### src/rtl/stream_pkg.sv
// Shared definitions for the stream sequencer and the stream generator.
package stream_pkg;

  localparam int DATA_W_DEF = 64;
  localparam int LEN_W_DEF  = 16;

  typedef enum logic [2:0] {
    ST_IDLE  = 3'd0,
    ST_ARM   = 3'd1,
    ST_RUN   = 3'd2,
    ST_FLUSH = 3'd3,
    ST_DRAIN = 3'd4
  } seq_state_t;

endpackage

### src/rtl/st_pipe_reg.sv
// Single-stage Avalon-ST register: data plus sop/eop framing, full-throughput valid/ready.
module st_pipe_reg
  import stream_pkg::*;
#(
  parameter int DATA_W = DATA_W_DEF
) (
  input  logic              clk,
  input  logic              reset,
  input  logic [DATA_W-1:0] in_data,
  input  logic              in_sop,
  input  logic              in_eop,
  input  logic              in_valid,
  output logic              in_ready,
  output logic [DATA_W-1:0] out_data,
  output logic              out_sop,
  output logic              out_eop,
  output logic              out_valid,
  input  logic              out_ready
);

  logic load;

  assign in_ready = !out_valid || out_ready;
  assign load     = in_valid && in_ready;

  // Stage boundary: upstream beat -> registered output
  always_ff @(posedge clk or posedge reset) begin
    if (reset) begin
      out_valid <= 1'b0;
      out_data  <= '0;
      out_sop   <= 1'b0;
      out_eop   <= 1'b0;
    end else if (load) begin
      out_valid <= 1'b1;
      out_data  <= in_data;
      out_sop   <= in_sop;
      out_eop   <= in_eop;
    end else if (out_ready) begin
      out_valid <= 1'b0;
    end
  end

endmodule

### src/rtl/stream_pkt_sequencer.sv
// Packet sequencer: frames a raw beat stream into a configured number of fixed-length packets.
module stream_pkt_sequencer
  import stream_pkg::*;
#(
  parameter int DATA_W = DATA_W_DEF,
  parameter int LEN_W  = LEN_W_DEF
) (
  input  logic              clk,
  input  logic              reset,
  input  logic              cfg_start,
  input  logic              cfg_stop,
  input  logic [LEN_W-1:0]  cfg_pkt_len,
  input  logic [LEN_W-1:0]  cfg_num_pkts,
  input  logic [DATA_W-1:0] in_data,
  input  logic              in_valid,
  output logic              in_ready,
  output logic [DATA_W-1:0] out_data,
  output logic              out_valid,
  input  logic              out_ready,
  output logic              out_sop,
  output logic              out_eop,
  output logic              busy,
  output logic              done,
  output logic [LEN_W-1:0]  pkt_cnt
);

  seq_state_t       state, state_nxt;
  logic [LEN_W-1:0] len_q, num_q, beat_idx, pkt_inc;
  logic             fwd, pipe_ready, load, last_beat, last_pkt, done_nxt;

  function automatic logic [LEN_W-1:0] eff_len(input logic [LEN_W-1:0] len);
    return (len == '0) ? LEN_W'(1) : len;
  endfunction

  assign fwd       = (state == ST_RUN) || (state == ST_FLUSH);
  assign in_ready  = fwd ? pipe_ready : (state == ST_IDLE);
  assign load      = fwd && in_valid && pipe_ready;
  assign last_beat = (beat_idx == len_q - LEN_W'(1));
  assign pkt_inc   = pkt_cnt + LEN_W'(1);
  assign last_pkt  = (num_q != '0) && (pkt_inc == num_q);

  // A stop landing on an eop beat ends the run there rather than flushing a whole extra packet.
  always_comb begin
    state_nxt = state;
    done_nxt  = 1'b0;
    case (state)
      ST_IDLE: begin
        if (cfg_start) state_nxt = ST_ARM;
      end
      ST_ARM: begin
        state_nxt = cfg_stop ? ST_IDLE : ST_RUN;
        done_nxt  = cfg_stop;
      end
      ST_RUN: begin
        if (load && last_beat && (last_pkt || cfg_stop)) begin
          state_nxt = ST_DRAIN;
        end else if (cfg_stop) begin
          state_nxt = ((beat_idx == '0) && !load) ? ST_DRAIN : ST_FLUSH;
        end
      end
      ST_FLUSH: begin
        if (load && last_beat) state_nxt = ST_DRAIN;
      end
      ST_DRAIN: begin
        if (!out_valid || out_ready) begin
          state_nxt = ST_IDLE;
          done_nxt  = 1'b1;
        end
      end
      default: state_nxt = ST_IDLE;
    endcase
  end

  always_ff @(posedge clk or posedge reset) begin
    if (reset) begin
      state    <= ST_IDLE;
      busy     <= 1'b0;
      done     <= 1'b0;
      pkt_cnt  <= '0;
      beat_idx <= '0;
      len_q    <= LEN_W'(1);
      num_q    <= '0;
    end else begin
      state <= state_nxt;
      busy  <= (state_nxt != ST_IDLE);
      done  <= done_nxt;
      if ((state == ST_IDLE) && cfg_start) begin
        len_q    <= eff_len(cfg_pkt_len);
        num_q    <= cfg_num_pkts;
        pkt_cnt  <= '0;
        beat_idx <= '0;
      end else if (load) begin
        beat_idx <= last_beat ? '0 : beat_idx + LEN_W'(1);
        if (last_beat) pkt_cnt <= pkt_inc;
      end
    end
  end

  st_pipe_reg #(
    .DATA_W(DATA_W)
  ) u_pipe (
    .clk      (clk),
    .reset    (reset),
    .in_data  (in_data),
    .in_sop   (beat_idx == '0),
    .in_eop   (last_beat),
    .in_valid (in_valid && fwd),
    .in_ready (pipe_ready),
    .out_data (out_data),
    .out_sop  (out_sop),
    .out_eop  (out_eop),
    .out_valid(out_valid),
    .out_ready(out_ready)
  );

endmodule

### config.mk
export PLATFORM = sky130hd
export DESIGN_NAME = stream_pkt_sequencer
export DESIGN_NICKNAME = d
export VERILOG_FILES = /design/src/rtl/stream_pkg.sv /design/src/rtl/st_pipe_reg.sv /design/src/rtl/stream_pkt_sequencer.sv
export SDC_FILE = /design/constraint.sdc
export NUM_CORES = 1
export LEC_CHECK = 0
export ABC_AREA = 1
export CORE_AREA = 3 3 155 142
export CTS_CLUSTER_SIZE = 8
export DETAILED_ROUTE_END_ITERATION = 8
export DIE_AREA = 0 0 158 145
export PLACE_DENSITY = 0.64
export SLEW_MARGIN = 20
export SYNTH_ARGS = -nofsm -noshare
export SYNTH_HDL_FRONTEND = slang
export SYNTH_HIERARCHICAL = 1
export SYNTH_SLANG_ARGS = --single-unit
### constraint.sdc
create_clock -name clk -period 3.58 [get_ports clk]
set_input_delay 0.537 -clock clk [delete_from_list [all_inputs] [get_ports clk]]
set_output_delay 0.537 -clock clk [all_outputs]
set_load 0.01 [all_outputs]
# Word-level counts from Yosys, hierarchy flattened

Cells that the tools add are included.

Register bits after elaboration: 136
Bits of input ports: 102

Add/subtract/negate cells: 3
Equality and inequality tests: 6
Multiplexer cells: 20
Reduce and logical (&&, ||, !) cells: 21

Operator list:

| kind                                                                  | count |
|---|---|
| 16-bit two-way mux                                                    | 7 |
| 16-bit by 1-bit adder with 16-bit output (second input constant)      | 2 |
| 16-bit == test                                                        | 2 |
| 16-bit zero test                                                      | 2 |
| 3-bit two-way mux                                                     | 6 |
| 16-bit nonzero test                                                   | 1 |
| 16-bit by 1-bit subtractor with 16-bit output (second input constant) | 1 |
| 3-bit one-hot mux with 5 select lines                                 | 1 |
| 1-bit logical AND                                                     | 7 |
| 3-bit by 2-bit == test with 1-bit output (second input constant)      | 2 |
| 2-bit nonzero test                                                    | 3 |
| 1-bit two-way mux                                                     | 4 |
| 3-bit by 1-bit == test with 1-bit output (second input constant)      | 1 |
| 3-bit == test (second input constant)                                 | 1 |
| 3-bit zero test                                                       | 1 |
| 1-bit logical OR                                                      | 3 |
| 3-bit nonzero test                                                    | 1 |
| 1-bit zero test                                                       | 2 |
| 2-bit two-way mux                                                     | 1 |
| 1-bit one-hot mux with 2 select lines                                 | 1 |
| 2-bit AND reduction                                                   | 1 |

# Longest topological paths before layout

Depth in word-level cells: 11
Mapped depth: 18

# Cells and area by module

Netlist, hierarchy kept.

By module, submodules not included:

| module               | times used | cells each | area an instance (sq um) | seq. area each (sq um) |
|---|---|---|---|---|
| stream_pkt_sequencer | 1          | 654        | 4534.3                   | 1727.9 |
| st_pipe_reg          | 1          | 291        | 2641.3                   | 1676.6 |

# Least setup slack after synthesis

Ideal clock, no wire load.

Kind: input to register
Start point: input port out_ready
End point: register beat_idx[14]
Data arrival time: 2010 ps
Required time: 3461 ps
Setup slack: 1452 ps
Cell stages on the path: 13
Path buffers: 1
Path through: inv_1 > nand2_2 > buf_2 > nand3_1 > nor2_4 > inv_2 > nand2_2 > inv_1 > nor4_2 > nand2_1 > nor2_1 > xnor2_1 > nor2_1

Longest elaborated chain between the ends: 3

Ends and longest elaborated chain:

| item                         | RTL line                   | source |
|---|---|---|
| start: declaration           | stream_pkt_sequencer.sv:19 | `input logic out_ready,` |
| 1-bit logical OR             | st_pipe_reg.sv:23          | `assign in_ready = !out_valid \|\| out_ready;` |
| named net pipe_ready         | stream_pkt_sequencer.sv:29 | `logic fwd, pipe_ready, load, last_beat, last_pkt, done_nxt;` |
| 1-bit logical AND            | stream_pkt_sequencer.sv:37 | `assign load = fwd && in_valid && pipe_ready;` |
| 2-bit nonzero test (no line) | n/a                        |  |
| end signal: assignment       | stream_pkt_sequencer.sv:93 | `beat_idx <= last_beat ? '0 : beat_idx + LEN_W'(1);` |
| end: declaration             | stream_pkt_sequencer.sv:28 | `logic [LEN_W-1:0] len_q, num_q, beat_idx, pkt_inc;` |

The timed path passes the listed nets, and every way through them passes these cells.
A chain may end at the register's enable or synchronous reset.

# Worst setup path in the final report

Start point: register len_q[0]
End point: register pkt_cnt[4]

Longest elaborated chain between the ends: 4

Ends and longest elaborated chain:

| item                                          | RTL line                   | source |
|---|---|---|
| start: declaration                            | stream_pkt_sequencer.sv:28 |  |
| start signal: assignment                      | stream_pkt_sequencer.sv:88 | `len_q <= eff_len(cfg_pkt_len);` |
| 16-bit by 1-bit subtractor with 16-bit output | stream_pkt_sequencer.sv:38 | `assign last_beat = (beat_idx == len_q - LEN_W'(1));` |
| 16-bit == test                                | stream_pkt_sequencer.sv:38 |  |
| 2-bit nonzero test (no line)                  | n/a                        |  |
| 2-bit AND reduction (no line)                 | n/a                        |  |
| end signal: assignment                        | stream_pkt_sequencer.sv:94 | `if (last_beat) pkt_cnt <= pkt_inc;` |
| end: declaration                              | stream_pkt_sequencer.sv:24 | `output logic [LEN_W-1:0] pkt_cnt` |

Every way passes these cells.

==> reports/qor.yml <==
grt_overflow: 0
ff_latch_area_sq_mm: 0.003405
ys_types: 36
combPwrFrac: 0.430
end_kind: "register"
synth_nets: 1051
hp-class: "reg2reg"
period_minus_slack_ns: 2.822
worstSetupPathType: "reg2reg"
multiInputGateArea_sq_mm: 0.003309
cp.arrival_ns: 3.09
p_int_mw: 4.732
die_area_sq_mm: 0.02291
boundaryPins: 188
drt-initial-drc-count: 464
cp_data_required_time_ns: 3.85
place_congestion: 0.8878
drive_above_1_share: 0.07281
postPlaceCellArea_sq_mm: 0.009284
worst-slew-pin-transition_ns: 0.8948
fin_worst_hold_slack_ns: 0.4663
synthFlopType: "dfrtp_1"
rows: 50
clkPwrFrac: 0.236
final-setup-viol-count: 0
synthSimpleGateAreaFrac: 0.3662
placed_cells: 1368
max_cap_violations: 0
seq_area_frac_synth: 0.4745
grt_max_degree: 69
cts_resized: 0
power.switching_mw: 3.059
grt_antenna_before_repair: 0
ys_seq_elements: 136
clock_sinks: 136
final_cell_area_sq_mm: 0.009897
synth_xor_area_frac: 0.02929
syn-cell-area_sq_mm: 0.007176
synth_compound_area_frac: 0.05806
synthMuxAreaShare: 0
finalHoldViolations: 0
synthCells: 945
tritoncts: "yes"
wl_per_cell_microns: 15.07
p_seq_frac: 0.334
routed_wl_microns: 21100
avgSynthCellArea_sq_um: 7.593
drc_errors: 0
die_w_microns: 158
worst-path-max-fanout: 23
worstRegToRegCells: 10
fmax_ghz: 0.3543
power_density_mw_per_mm2: 787.1
via_count: 6781
cts_root_buf: "clkbuf_16"
core_sq_mm: 0.02058
grt_pass1_vias: 6594
ant_nets: 0
slew_viol_final: 0
io_buffers: 187
status: "finished clean"
clk_pin_slew_worst_paths_ns: 0.07
insertion_delay_ns: 0.42
htreeDepth: 4
min_period_over_period: 0.7883
maxSlewHeadroom: 0.4035
cts_setup_buffers: 0
skew_ns: 0.01296
synth_top_family_by_area: "simple AND/OR/NAND/NOR gates"
drt-vias-per-instance: 4.844
die_h_microns: 145
p_leak_nw: 4.590
synth_warnings: 6
synth_edf_count: 0
drt_pass1_iterations: 4
grt_pass1_wl_microns: 35000
startpoint_type: "register"
rsz0062_at_grt: "false"
initial_core_util: 0.3486
finalNetCount: 1233
async_flop_share: 1.000
vdd_drop_max_mv: 0.4128
area.growth.synth_to_final_pct: 37.92
min_path_cells: 2
dp_hpwl_microns: 15280
cts_inserted_buffers: 17
synth-adder-area-share: 0.006975
fillCellCount: 2043
grt.total_usage: 0.1909
max-clock-path-buffers: 2
cts_hold_buf: 0
fin_setup_tns_ns: 0
fin_cells: 1400
diodes: 0
swShare: 0.3926
==> path summary, 6_finish.rpt <==
kind | startpoint | to | slack, ns
setup / recovery | len_q[0] | pkt_cnt[4] | 0.76
hold / removal | u_pipe/out_data[50] | u_pipe/out_data[50] | 0.47
setup reg to reg | len_q[0] | pkt_cnt[4] | 0.76
hold reg to reg | u_pipe/out_data[50] | u_pipe/out_data[50] | 0.47
max in group asynchronous | reset | len_q[0] | 2.19
min in group asynchronous | reset | num_q[0] | 0.65
==> worst max-delay path: stages, from the launching register on <==
cell and delay [ns]:
dfstp_2 0.56, inv_2 0.07, ha_1 0.30, nand2_1 0.06
nand4_1 0.13, nor3b_1 0.30, nand2_1 0.13, nor2_2 0.18
nand3_2 0.17, o21ai_4 0.60, o22ai_1 0.16
==> cell families (layout without fill, tap and decap cells) <==
kind of cell | after synthesis | count (layout)
fa+ha+maj | 4 | 4
compound gates | 72 | 72
flops | 136 | 136
simple gates | 597 | 597
buf+inv | 112 | 307
xor+xnor | 24 | 24
==> cell type report <==
type                    instances  area share
repair buffers                195      0.1965
multi-input cells             697      0.3344
clock buffers                  19     0.04475
well taps                     260     0.03287
flip-flops and latches        136      0.3440
inverters                      80     0.03034
clock inverters                13     0.01719
==> synthesized netlist by cell type, types with 2 or more instances <==
master,instances,share of area
nor2_1,62,0.032
nor3b_1,3,0.0031
o22ai_1,21,0.018
inv_1,76,0.040
xor2_1,17,0.021
nand4_1,13,0.011
a31oi_1,2,0.0017
buf_4,8,0.0084
nor3_1,8,0.0056
xnor2_1,7,0.0085
nand2_2,7,0.0061
buf_2,13,0.0091
o21ai_1,5,0.0035
inv_2,4,0.0021
nand3_1,117,0.082
nand3b_1,12,0.013
ha_1,4,0.0070
a21oi_1,8,0.0056
nor2_4,3,0.0047
nand2_1,343,0.18
nor2_2,14,0.012
dfrtp_1,135,0.47
nor3_2,3,0.0042
clkbuf_1,10,0.0052
nor4_1,6,0.0052
o21ai_0,31,0.022
nand3_2,3,0.0042
or2_2,2,0.0017
==> cell usage in the layout, fill, tap and decap left out, types with 6 or more instances in the layout <==
cell type,instances
inv_2,6
nand2_1,343
o22ai_1,21
nand3_1,117
nor2_2,14
nand2_2,7
clkbuf_16,17
xor2_1,17
nor4_1,6
inv_1,74
buf_4,7
xnor2_1,7
clkdlybuf4s50_1,187
a21oi_1,8
o21ai_0,31
nor3_1,7
dfrtp_1,135
nand4_1,13
nand3b_1,12
nor2_1,62
==> per-layer routing <==
metal / vias up / share of wire / track usage
li1: 3415 / - / -
met2: 145 / 0.48 / 0.2991
met5: - / 0 / 0
met4: 0 / 0.012 / 0.04473
met3: 19 / 0.045 / 0.04623
met1: 3202 / 0.46 / 0.2674
==> power by group through the flow <==
stage	clock network [mW]	logic [mW]	registers (mW)
2_1_floorplan	0	1.83	2.70
3_3_place_gp	0	3.33	2.61
3_5_place_dp	0	3.38	2.62
4_1_cts	1.89	3.39	2.61
5_1_grt	1.96	3.75	2.69
6_report	1.84	3.35	2.60
==> through the flow <==
| stage | worst slack [ns] | total power [mW] | util |
|---|---|---|---|
| CTS | 0.7727 | 7.891 | 0.4809 |
| detailed placement | 0.7672 | 5.995 | 0.4511 |
| floorplan | 1.305 | 4.534 | - |
| global route | 0.3671 | 8.396 | 0.4809 |
| finish | 0.7578 | 7.790 | 0.4809 |
| global placement | 0.8064 | 5.941 | 0.4511 |
==> state kept, by name (all words and copies together) (netlist names) <==
name / count
u_pipe/out_data: 64
beat_idx: 16
len_q: 16
num_q: 16
pkt_cnt: 16
state: 3
busy: 1
done: 1
u_pipe/out_eop: 1
u_pipe/out_sop: 1
u_pipe/out_valid: 1
Power figures use the tool's default switching activity.
